<file path="src/rtl/iterative_alu.sv">
// -----------------------------------------------------------------------------
// definitions
//   Shared data and opcode types for the integer execute path. Decode produces
//   t_alu_operation codes; the execute unit consumes them.
// -----------------------------------------------------------------------------
package definitions;

    typedef logic [31:0] t_data;

    typedef enum logic [3:0] {
        ALU_OP_INVALID           = 4'd0,
        ALU_OP_ADD               = 4'd1,
        ALU_OP_SUB               = 4'd2,
        ALU_OP_XOR               = 4'd3,
        ALU_OP_OR                = 4'd4,
        ALU_OP_AND               = 4'd5,
        ALU_OP_SHIFT_LEFT        = 4'd6,
        ALU_OP_SHIFT_RIGHT_LOGIC = 4'd7,
        ALU_OP_SHIFT_RIGHT_ARITH = 4'd8
    } t_alu_operation;

endpackage

// -----------------------------------------------------------------------------
// iterative_alu
//   Multi-cycle integer execute unit. Add/sub/xor/or/and complete in one cycle;
//   shifts iterate one bit position per clock through a single accumulator.
//   Valid/ready handshakes on both sides let the pipeline stall around the
//   variable shift latency.
//
// Ports
//   clk          rising-edge clock
//   rst_n        asynchronous active-low reset
//   flush        synchronous abort of any in-flight operation (highest priority)
//   in_valid     request present
//   in_ready     unit can accept a request this cycle
//   in_op        operation code
//   in_a         operand A
//   in_b         operand B; shifts use in_b[4:0] only
//   out_valid    result present
//   out_ready    consumer takes the result
//   out_result   32-bit result
//   out_zero     out_result == 0 (registered alongside the result)
//   out_illegal  request carried an unrecognised / invalid op code
// -----------------------------------------------------------------------------
module iterative_alu
    import definitions::*;
(
    input  logic           clk,
    input  logic           rst_n,
    input  logic           flush,
    input  logic           in_valid,
    output logic           in_ready,
    input  t_alu_operation in_op,
    input  t_data          in_a,
    input  t_data          in_b,
    output logic           out_valid,
    input  logic           out_ready,
    output t_data          out_result,
    output logic           out_zero,
    output logic           out_illegal
);

    typedef enum logic [1:0] {
        ST_IDLE  = 2'd0,
        ST_SHIFT = 2'd1,
        ST_DONE  = 2'd2
    } t_state;

    // -------------------------------------------------------------------------
    // Helper functions
    // -------------------------------------------------------------------------

    // True for the three iterative shift operations.
    function automatic logic is_shift(input t_alu_operation op);
        logic r;
        case (op)
            ALU_OP_SHIFT_LEFT,
            ALU_OP_SHIFT_RIGHT_LOGIC,
            ALU_OP_SHIFT_RIGHT_ARITH: r = 1'b1;
            default:                  r = 1'b0;
        endcase
        return r;
    endfunction

    // True for every code this unit executes; anything else is flagged illegal.
    function automatic logic is_legal(input t_alu_operation op);
        logic r;
        case (op)
            ALU_OP_ADD,
            ALU_OP_SUB,
            ALU_OP_XOR,
            ALU_OP_OR,
            ALU_OP_AND,
            ALU_OP_SHIFT_LEFT,
            ALU_OP_SHIFT_RIGHT_LOGIC,
            ALU_OP_SHIFT_RIGHT_ARITH: r = 1'b1;
            default:                  r = 1'b0;
        endcase
        return r;
    endfunction

    // Single-cycle result for the non-shift operations. Carry and borrow are
    // dropped by the 32-bit truncation. Illegal codes yield zero.
    function automatic t_data alu_result(input t_alu_operation op,
                                         input t_data a,
                                         input t_data b);
        t_data r;
        case (op)
            ALU_OP_ADD: r = a + b;
            ALU_OP_SUB: r = a - b;
            ALU_OP_XOR: r = a ^ b;
            ALU_OP_OR:  r = a | b;
            ALU_OP_AND: r = a & b;
            default:    r = 32'h0000_0000;
        endcase
        return r;
    endfunction

    // One-bit shift step of the accumulator. The arithmetic right shift copies
    // bit 31 back in on every step so the sign survives any iteration count.
    function automatic t_data shift_one(input t_alu_operation op,
                                        input t_data v);
        t_data r;
        case (op)
            ALU_OP_SHIFT_LEFT:        r = {v[30:0], 1'b0};
            ALU_OP_SHIFT_RIGHT_LOGIC: r = {1'b0, v[31:1]};
            ALU_OP_SHIFT_RIGHT_ARITH: r = {v[31], v[31:1]};
            default:                  r = v;
        endcase
        return r;
    endfunction

    // -------------------------------------------------------------------------
    // State
    // -------------------------------------------------------------------------
    t_state         state_q,       state_d;
    t_data          acc_q,         acc_d;
    logic [4:0]     cnt_q,         cnt_d;
    t_alu_operation op_q,          op_d;
    logic           out_valid_q,   out_valid_d;
    t_data          out_result_q,  out_result_d;
    logic           out_zero_q,    out_zero_d;
    logic           out_illegal_q, out_illegal_d;

    logic           accept_s;
    t_data          acc_step_s;
    t_data          alu_res_s;

    // A new request can enter from IDLE, or from DONE in the same cycle the
    // current result is consumed (no bubble between back-to-back ops).
    assign in_ready = (state_q == ST_IDLE) ||
                      ((state_q == ST_DONE) && out_ready);

    // Flush discards any request presented alongside it, even with in_ready high.
    assign accept_s   = in_valid && in_ready && !flush;
    assign acc_step_s = shift_one(op_q, acc_q);
    assign alu_res_s  = alu_result(in_op, in_a, in_b);

    // Next-state and next-output computation for the whole unit.
    always_comb begin
        state_d       = state_q;
        acc_d         = acc_q;
        cnt_d         = cnt_q;
        op_d          = op_q;
        out_valid_d   = out_valid_q;
        out_result_d  = out_result_q;
        out_zero_d    = out_zero_q;
        out_illegal_d = out_illegal_q;

        case (state_q)
            ST_IDLE: begin
                // Waiting for a request; the accept override below handles it.
                out_valid_d = 1'b0;
            end
            ST_SHIFT: begin
                acc_d = acc_step_s;
                cnt_d = cnt_q - 5'd1;
                if (cnt_q == 5'd1) begin
                    // Last step: publish the shifted value together with flags.
                    state_d       = ST_DONE;
                    out_valid_d   = 1'b1;
                    out_result_d  = acc_step_s;
                    out_zero_d    = (acc_step_s == 32'h0000_0000);
                    out_illegal_d = 1'b0;
                end else begin
                    state_d = ST_SHIFT;
                end
            end
            ST_DONE: begin
                if (out_ready) begin
                    state_d     = ST_IDLE;
                    out_valid_d = 1'b0;
                end else begin
                    // Backpressure: result and flags stay frozen.
                    state_d = ST_DONE;
                end
            end
            default: begin
                state_d     = ST_IDLE;
                out_valid_d = 1'b0;
                cnt_d       = 5'd0;
            end
        endcase

        // Accept can only fire in IDLE or DONE, so it cleanly overrides the
        // state branch above.
        if (accept_s) begin
            op_d = in_op;
            if (is_shift(in_op)) begin
                acc_d = in_a;
                cnt_d = in_b[4:0];
                if (in_b[4:0] == 5'd0) begin
                    state_d       = ST_DONE;
                    out_valid_d   = 1'b1;
                    out_result_d  = in_a;
                    out_zero_d    = (in_a == 32'h0000_0000);
                    out_illegal_d = 1'b0;
                end else begin
                    state_d     = ST_SHIFT;
                    out_valid_d = 1'b0;
                end
            end else begin
                state_d       = ST_DONE;
                out_valid_d   = 1'b1;
                out_result_d  = alu_res_s;
                out_zero_d    = (alu_res_s == 32'h0000_0000);
                out_illegal_d = !is_legal(in_op);
            end
        end else begin
            op_d = op_q;
        end

        // Flush wins over every other transition.
        if (flush) begin
            state_d     = ST_IDLE;
            out_valid_d = 1'b0;
            cnt_d       = 5'd0;
        end else begin
            state_d = state_d;
        end
    end

    // State and registered outputs; reset abandons any operation at once.
    always_ff @(posedge clk or negedge rst_n) begin
        if (!rst_n) begin
            state_q       <= ST_IDLE;
            acc_q         <= 32'h0000_0000;
            cnt_q         <= 5'd0;
            op_q          <= ALU_OP_INVALID;
            out_valid_q   <= 1'b0;
            out_result_q  <= 32'h0000_0000;
            out_zero_q    <= 1'b0;
            out_illegal_q <= 1'b0;
        end else begin
            state_q       <= state_d;
            acc_q         <= acc_d;
            cnt_q         <= cnt_d;
            op_q          <= op_d;
            out_valid_q   <= out_valid_d;
            out_result_q  <= out_result_d;
            out_zero_q    <= out_zero_d;
            out_illegal_q <= out_illegal_d;
        end
    end

    assign out_valid   = out_valid_q;
    assign out_result  = out_result_q;
    assign out_zero    = out_zero_q;
    assign out_illegal = out_illegal_q;

endmodule

</file>
<file path="config.mk">
export PLATFORM = sky130hd
export DESIGN_NAME = iterative_alu
export DESIGN_NICKNAME = d
export VERILOG_FILES = /design/src/rtl/iterative_alu.sv
export SDC_FILE = /design/constraint.sdc
export NUM_CORES = 1
export LEC_CHECK = 0
export CORE_MARGIN = 8
export CORE_UTILIZATION = 56
export CTS_BUF_LIST = sky130_fd_sc_hd__clkbuf_4 sky130_fd_sc_hd__clkbuf_8
export CTS_CLUSTER_SIZE = 20
export DETAILED_ROUTE_END_ITERATION = 16
export GPL_TIMING_DRIVEN = 0
export PLACE_DENSITY = 0.85
export SLEW_MARGIN = 20
export SYNTH_ARGS = -nofsm -noshare
export SYNTH_HDL_FRONTEND = slang
export SYNTH_SLANG_ARGS = --single-unit
</file>
<file path="constraint.sdc">
create_clock -name clk -period 3.44 [get_ports clk]
set_clock_uncertainty 0.05 [all_clocks]
set_input_delay 0.688 -clock clk [delete_from_list [all_inputs] [get_ports clk]]
set_output_delay 0.688 -clock clk [all_outputs]
set_load 0.1 [all_outputs]
</file>
# [After elaboration in Yosys (flattened, before gate mapping)]
# Memory sizes are Yosys's and may differ from the RTL's.
# Index checks and enable logic that the tools add are counted.
[word_totals] mem_bits_rw=0 out_inout_bits=36 latchBits=0 elab_cells=88 memories=1 regBits=78 mem_bits_ro=16 inputBits=73
[classes] eq_ne=17 n_addsub=3 n_shift=0 magnitude_cmp=0 bitwise=3 mul=0 muxes=42 n_reduce_logical=14 div_mod_pow=0
[memory_table] memory="(name not given)" words=16 width=1 rd=1 rd_ports_with_merged_regs=0 wr=0 line="89" source="case (op)"
[op_table] cell="2-to-1 mux 32 bit" count=8
[op_table] cell="case mux 32 bit (5 select lines)" count=1
[op_table] cell="logical NOT 32 bit" count=3
[op_table] cell="case mux 32 bit (3 select lines)" count=1
[op_table] cell="adder 32 bit" count=1
[op_table] cell="bitwise AND 32 bit" count=1
[op_table] cell="bitwise OR 32 bit" count=1
[op_table] cell="subtractor 32 bit" count=1
[op_table] cell="XOR 32 bit" count=1
[op_table] cell="equality test 4 x 3 -> 1 bit, second input constant" count=6
[op_table] cell="2-to-1 mux 1 bit" count=20
[op_table] cell="2-to-1 mux 5 bit" count=3
[op_table] cell="2-to-1 mux 2 bit" count=6
[op_table] cell="case mux 5 bit (2 select lines)" count=1
[op_table] cell="equality test 4 x 2 -> 1 bit, second input constant" count=2
[op_table] cell="equality test 4 bit, second input constant" count=2
[op_table] cell="inequality test 4 bit, second input constant" count=2
[op_table] cell="case mux 2 bit (3 select lines)" count=1
[op_table] cell="equality test 5 x 1 -> 1 bit, second input constant" count=1
[op_table] cell="logical NOT 5 bit" count=1
[op_table] cell="subtractor 5 x 1 -> 5 bit, second input constant" count=1
[op_table] cell="equality test 4 x 1 -> 1 bit, second input constant" count=1
[op_table] cell="logical AND 1 bit" count=3
[op_table] cell="inequality test 3 bit, second input constant" count=1
[op_table] cell="other kinds (9)" count=10

# [Depth between registers and ports, before layout]
[depth] depth_word=11 depth_mapped=20 ltp_nobuf=20

# [Least setup slack after synthesis]
# Ideal clock, no wire load.
[synth_timing] kind="input to register" start="input port in_b[2]" end="register out_zero_q, in the netlist out_zero" arrival_ns=4.692 required_time_ns=3.298 path_stages=17 path_buffers=1 setup_slack_ns=-1.394 setup_time_ns=0.092 path_cell_list="or3_1 -> or3_1 -> or3_1 -> o31ai_1 -> xnor2_1 -> ha_1 -> clkbuf_1 -> nand2_1 -> nor2_1 -> o2111ai_1 -> a211o_1 -> a31oi_1 -> xnor2_1 -> o21ai_0 -> a211o_1 -> or4_1 -> o31ai_2"
[synth_between] elab_chain_cells=5 elab_cells_between_ends=11 cone_classes="add/sub: 2; mux: 4; bitwise: 3; reduce/logical: 2"
[synth_lines] item="start: declaration" line="56" source="input t_data in_b,"
[synth_lines] item="subtractor 32 bit, or another cell as far along" line="111" source="ALU_OP_SUB: r = a - b;"
[synth_lines] item="case mux 32 bit (5 select lines)" line="109" source="case (op)"
[synth_lines] item="logical NOT 32 bit" line="227" source="out_zero_d = (alu_res_s == 32'h0000_0000);"
[synth_lines] item="2-to-1 mux 1 bit (*)" line="210" source="if (is_shift(in_op)) begin"
[synth_lines] item="2-to-1 mux 1 bit (*)" line="208" source="if (accept_s) begin"
[synth_lines] item="net out_zero_d" line="143" source="logic out_zero_q, out_zero_d;"
[synth_lines] item="end signal: assignment" line="262" source="out_zero_q <= out_zero_d;"
[synth_lines] item="end: declaration" line="143"
# Mark *: on every way through the listed nets, which the timed path passes. The rest lies on a longest branch.
# A chain may end at the register's enable or synchronous reset.

# [Worst setup path in the final report]
[layout_timing] start="input port in_b[13]" end="register out_zero_q, in the netlist out_zero"
[layout_between] elab_chain_cells=5 elab_cells_between_ends=9 cone_classes="add/sub: 2; mux: 3; bitwise: 3; reduce/logical: 1"
[layout_lines] item="subtractor 32 bit, or another cell as far along" line="111"
[layout_lines] item="case mux 32 bit (5 select lines) (*)" line="109"
[layout_lines] item="logical NOT 32 bit (*)" line="227"
[layout_lines] item="2-to-1 mux 1 bit (*)" line="210"
[layout_lines] item="2-to-1 mux 1 bit (*)" line="208"
[layout_lines] item="net out_zero_d" line="143"
# Marks and branches as above.

==> results.yml <==
grt:
  global_route.usage.total_pct: 33.62
  grt_antenna_before_repair: 0
  grt_remaining_overflow: 0
  grt_start_max_net_pins: 48
  grt-busiest-layer: "met2"
  grtUsageMet2_pct: 55.59
  grt_pass1_vias: 10090
  grt_use_met3_pct: 5.672
  first_pass_grt_wire_length_um: 53660
  globalRouteMet1Util_pct: 41.87
timing:
  grt_setup_unrepaired: "yes"
  setup_tns_ps: -19270
  layout_min_cycle_time_ps: 4928
  fin_crit_sh_pct: 143.3
  timing.final.ws_setup_ps: -1488
  max_slew.worst_pin.slew_ps: 992.9
  timing.max_slew.rel_slack_pct: 33.60
  final-setup-viol-count: 24
  final-hold-violation-count: 0
  timing.final.max_slew_violations: 0
  achievable_freq_mhz: 202.9
  hold_ws_ps: 206.4
power:
  sequentialPowerShare_pct: 25.9
  static_leakage_power_uw: 0.005161
  total_power_uw: 6121
  powerDensity_mw_per_mm2: 502.0
  clock_power_share_pct: 10.7
  switching_power_uw: 3315
  swShare_pct: 54.15
  internal_power_uw: 2807
  worst_ir_drop_vdd_mv: 0.3801
  combPwrFrac_pct: 63.4
floorplanning:
  num_io_pins: 109
  die_height_um: 141.1
  start_util_pct: 57.39
  die_w_um: 141.1
  design.core.area_sq_mm: 0.01526
  placement_rows: 45
  die-area_sq_mm: 0.01990
synth:
  yosys_warnings: 0
  yosysTopAreaCellShare_pct: 22.29
  synthDistinctLibCells: 72
  synthArstFlopShare_pct: 100.0
  netlist_area_sq_mm: 0.008757
  seq_area_frac_synth_pct: 22.29
  synth_top_cell_by_area: "dfrtp_1"
  ys_ff_latch: 78
  synthCells: 1158
  syn-num-nets: 1335
  number_of_enable_type_register_cells_in_the_synthesized_netlist: 0
  post_synth_most_frequent_cells: "nand2_1, o21ai_0, ha_1"
  synth_area_leaders: "dfrtp_1, ha_1, o21ai_0"
  count_leader_synth: "nand2_1"
  ys_dominant_reg_cell: "dfrtp_1"
  synth.avg_cell_area_sq_um: 7.562
cells_and_area:
  final_net_count: 1541
  diodes: 0
  fillerInstances: 961
  drive_gt1_share_pct: 22.86
  syn_to_final_growth_pct: 39.25
  instances_no_fill: 1580
  multi_input_gate_area_sq_mm: 0.007281
  final-seq-area_sq_mm: 0.001952
cts:
  tritoncts: "yes"
  ctsLongestPathBuffers: 2
  root_buffer: "clkbuf_8"
  clkSlewWorstSetupHoldPaths_ps: 90
  clk-insertion-delay-late_ps: 370
  cts_made_buffers: 9
  clock_tree_sinks: 78
  htree_num_levels: 3
worst_setup_path:
  cpMostUsedCell: "buf_4"
  cp-start-kind: "primary input"
  crit_path_top_delay_cell: "or4_4"
  critical_path_depth: 19
  r2r-start: "op_q[0]"
  crit_path_start: "in_b[13]"
  required_ps: 3660
  r2r_cells: 11
  setup.worst_path.end_class: "flip-flop"
  crit_family: "simple AND/OR/NAND/NOR gates"
  worstPathMaxFanout: 10
  cp_data_arrival_time_ps: 5150
  critPathMaxStageDelay_ps: 540
  crit_path_cell_chain: "dlygate4sd2_1 -> or3_4 -> nand2b_4 -> nor4_4 -> buf_4 -> a31oi_1 -> xnor2_1 -> ha_1 -> clkbuf_4 -> nand4_1 -> buf_4 -> a211oi_2 -> a211oi_2 -> buf_4 -> a21oi_2 -> xnor2_1 -> o21ai_1 -> or4_4 -> o31ai_2"
  buffers_inverters_on_critical_path: 5
  timing_worst_setup_path_type: "in2reg"
route:
  remaining_drc_errors: 0
  drtAntennaViolNets: 0
  drt-total-wl_um: 38290
  route.detailed.wl_per_inst_um: 24.24
  drt-initial-drc-count: 1854
  first_pass_iters: 7
  via_count: 11150
  route.detailed.vias_per_inst: 7.054
placement:
  routability_congestion: 0.9983
  placement.io_buffers: 106
  place.detailed.instances: 1476
  dp_hpwl_um: 25270
status:
  outcome: "complete, but fails checks"
  failing_checks: "negative setup slack"
min_path:
  hold_removal_path_class: "in2async"
run:
  max_cap_viol: 0
## per-layer routing
metal,wire [um],vias to the layer above
met5,0,-
met4,2643,0
met3,4796,292
met2,17300,998
met1,13550,5166
li1,-,4689
## flip-flops by register name, indices dropped and copies added (netlist names)
register	cells
acc_q	32
cnt_q	5
op_q	4
out_illegal	1
out_result	32
out_valid	1
out_zero	1
state_q	2
## area by class of cell
cell class	instances	area share [%]
timing repair buffer	199	14.99
sequential	78	16.01
tap	211	2.165
clock buffer	11	1.242
inverter	80	2.483
clock inverter	5	0.2770
buffer	68	3.129
multi-input combinational	928	59.71
## timing repair
| action | CTS | global route |
|---|---|---|
| pin swaps | 82 | 73 |
| setup buffers | 63 | 32 |
| setup endpoints to repair | 31 | 28 |
| hold buffers | 0 | 0 |
| hold endpoints to repair | 0 | 0 |
| gates resized for setup | 166 | 108 |
| gates cloned | 0 | 1 |
## metrics by stage
stage / setup slack [ps] / util, % / instance area [sq um]
after floorplan: -1144 / - / 9059
after global placement: -2353 / 68.05 / 10380
after detailed placement: -2366 / 68.22 / 10410
after CTS: -1312 / 76.06 / 11610
after global routing: -1505 / 79.92 / 12190
final: -1488 / 79.92 / 12190
## final timing paths
kind                        endpoint  slack [ps]
setup / recovery            out_zero       -1490
hold / removal              acc_q[1]         210
setup reg to reg            out_zero        -100
hold reg to reg              op_q[3]         460
max in group asynchronous  acc_q[12]        2560
min in group clk             op_q[3]         460
## kinds of logic (layout without fill, tap and decap cells)
group / after synthesis / in the layout / share of synthesized area, %
AO/OA/AOI/OAI: 395 / 395 / 30.08
XOR/XNOR: 61 / 61 / 6.101
adder cells (fa/ha/maj): 104 / 104 / 14.95
buffers and inverters: 152 / 363 / 6.715
flip-flops: 78 / 78 / 22.29
multiplexers: 2 / 2 / 0.2286
AND/OR/NAND/NOR: 366 / 366 / 19.65
## power groups by stage
stage / combinational [uW] / clock [uW] / sequential (uW)
3_5_place_dp: 3340 / 0 / 1580
6_report: 3880 / 653 / 1590
2_1_floorplan: 1440 / 0 / 2500
5_1_grt: 4040 / 678 / 1620
3_3_place_gp: 3290 / 0 / 1570
4_1_cts: 3560 / 642 / 1570
## cells in the final DEF, fill, tap and decap left out, drive strengths merged, types with 9 or more instances in the layout
cell	Yosys	routed
or3	11	11
nand2	135	135
a21oi	86	86
buf	18	123
a31oi	10	10
a21o	10	10
clkbuf	54	61
nand3	19	19
inv	80	80
xnor2	45	45
o211ai	17	17
a221oi	23	23
a211oi	13	13
nor4	18	18
ha	103	103
nor3	15	15
o21ai	124	124
a221o	9	9
nand4	19	19
a222oi	31	31
dfrtp	78	78
o22ai	17	17
xor2	16	16
clkdlybuf4s50	0	86
nor2	100	100
Power figures use the tool's default switching activity.
==> RTL edit: new RTL, config.mk and constraints unchanged <==
Encoding of `t_state`: now one-hot (3 bits for 3 states).
--- a/src/rtl/iterative_alu.sv
+++ b/src/rtl/iterative_alu.sv
@@ -61,10 +61,10 @@
     output logic           out_illegal
 );
 
-    typedef enum logic [1:0] {
-        ST_IDLE  = 2'd0,
-        ST_SHIFT = 2'd1,
-        ST_DONE  = 2'd2
+    typedef enum logic [2:0] {
+        ST_IDLE  = 3'b001,
+        ST_SHIFT = 3'b010,
+        ST_DONE  = 3'b100
     } t_state;
 
     // -------------------------------------------------------------------------
Formal check against the unedited RTL: same outputs for any inputs over 4 cycles, from zero or initial values and one cycle with rst_n low; so few cycles prove little.
==> RTL edit against the original RTL <==
  * The run still ends with negative setup slack left
  * Sequential cell count is 1 higher
  * Clock power is 11% higher
  * Area after synthesis is 1.8% higher
  * Fmax is 5.1% higher
  * Global-route usage is 2.3 points higher
  * Wire length is 2.0% higher
  * Worst setup slack better by 0.24 ns
  * Total power is 1.5% higher
  * Combinational power is 1% lower
  * Via count is 0.39% lower
  * Final area hardly changed
  * Worst hold slack better by 0.012 ns
  * Critical path type unchanged
  * Critical endpoint unchanged
  * Largest cell class unchanged
  * Highest routed layer unchanged
==> RTL edit: results (changes against the original RTL) <==
Pwr
  • Sequential fraction of design power: 26.7% (+0.8 points)
  • Peak VDD IR: 0.4158 mV (+9.4%)
  • Leak: 5.115 nW (-0.88%)
  • Comb. pwr: 3.83 mW (-1%)
  • P_int: 2.931 mW (+4.4%)
  • Pwr Density: 509.7 mW/mm² (+1.5%)

Synth
  • Synthesized instance count: 1,182 (+2.1%)
  • Synth cell types: 71 (-1.4%)
  • Top cells by area, synth: dfrtp_1 22%, ha_1 14%, a21oi_1 7.6%, o21ai_0 5.5%, nand2_1 5.2%
  • Seq/Total Area, Yosys: 22.20% (-0.090 points)
  • Top post-synthesis cells by count: 135 x a21oi_1, 124 x nand2_1, 99 x ha_1, 98 x o21ai_0, 78 x dfrtp_1
  • Synth async-reset ratio: 100.0% (unchanged)
  • Syn nets: 1,355 (+1.5%)
  • Ys Warns: 0 (unchanged)

Timing
  • Worst setup margin: -1.247 ns (+0.2413 ns)
  • Setup TNS: -12.34 ns (+6.927 ns)
  • Final setup viols: 20 (-17%)
  • Worst-Margin Slew: 1.017 ns (+0.02409 ns)

Critical path
  • Critical Path AT: 4.93 ns (-0.22 ns)
  • CP Max Fanout: 4 (-6)
  • CP max stage cell: or4_4
  • Crit path max-delay family: simple AND/OR/NAND/NOR gates
  • CP max stage delay: 0.47 ns (-0.07 ns)

Placed design
  • PortBufs: 104 (-1.9%)
  • DP HPWL: 27,660 µm (+9.5%)
  • Pre-CTS WS: -2.376 ns (-0.01039 ns)
  • Global placement routability congestion: 0.9838 (-1.5%)
  • Dpl cells: 1,503 (+1.8%)
  • Placed Area: 0.01055 mm² (+1.4%)

Clock tree
  • Htree depth: 3 (unchanged)
  • PostCTS Resize Cnt: 196 (+18%)
  • Clock Latency Late Sink: 0.36 ns
  • Clock buffer depth: 2 (unchanged)
  • Post-CTS setup buffers: 74 (+17%)
  • Total CTS buffers: 9 (unchanged)
  • Root buffer cell: clkbuf_8
  • CTS clock-pin slew for the worst setup and hold paths: 0.09 ns (about the same)

Drt
  • Routed WL per cell: 24.39 µm (+0.64%)
  • Via count: 11,100 (-0.39%)
  • Vias per inst: 6.934 (-1.7%)
  • DRT iter0 DRCs: 1,655 (-11%)
  • DRT Pass-1 Iters: 6 (-1)

GRT
  • Vias in the first global route: 10,320 (+2.3%)
  • Global-route wire length before repair: 57,260 µm (+6.7%)
  • Largest net degree at the start of global routing: 50 (+4.2%)
  • GRT Util Overall: 35.92% (+2.3 points)
  • Initial antenna violation count: 0 (unchanged)

Worst hold path
  • Type of the most critical hold path: in2async

Layout
  • Layout Nets: 1,553 (+0.78%)
  • Diodes inserted: 0 (unchanged)
  • Share of layout cells above drive strength 1: 21.37% (-1.5 points)

Status
  • Status: complete, but fails checks
  • Failing checks: negative setup slack
## RTL edit: cell types whose count changed in the layout (fill, tap and decap cells not counted), sizes merged, moves of 11 or more
cell and change:
a211oi +11, a21oi +49, a222oi -26, a22oi +24
nand2 -11, nor2 -29, nor2b +18, o211ai +19
o21ai -21, o22ai +15
## RTL edit: cell families (layout without fill, tap and decap cells)
group / count (synthesis) / in the layout / share of synthesized area, %
mux: 9 / 9 / 1.011
xor+xnor: 58 / 58 / 5.701
compound gates: 469 / 469 / 33.40
fa+ha+maj: 100 / 100 / 14.13
buf+inv: 148 / 351 / 6.445
simple gates: 319 / 319 / 17.12
flops: 79 / 79 / 22.20
## RTL edit: area by class of cell
class | instances | area [µm²]
clock buffer | 11 | 145.1
timing repair buffer | 188 | 1754
sequential | 79 | 1978
fill | 1073 | 3522
clock inverter | 5 | 57.56
buffer | 70 | 420.4
tap | 216 | 270.3
multi-input combinational | 955 | 7246
inverter | 77 | 319.1
## RTL edit: final timing paths
path,slack [ns],from,endpoint,cells past startpoint
min reg2reg,0.48,out_illegal$_DFF_PN0_,out_illegal$_DFF_PN0_,2
min in group clk,0.48,out_illegal$_DFF_PN0_,out_illegal$_DFF_PN0_,2
max in group asynchronous,2.53,rst_n,out_result[29]$_DFF_PN0_,2
max,-1.25,in_b[12],out_zero$_DFF_PN0_,21
min,0.22,rst_n,out_illegal$_DFF_PN0_,1
max reg2reg,-0.41,op_q[3]$_DFFE_PN0P_,out_zero$_DFF_PN0_,13
## RTL edit: metal layers
layer  part of all wire [%]  routed length (µm)  track usage [%]  vias up
li1                       -                   -                -     4773
met1                     38               14690            46.41     5187
met2                     45               17480            57.26      920
met3                     12                4569            5.971      221
met4                    5.9                2313            17.18        0
met5                      0                   0                0        -
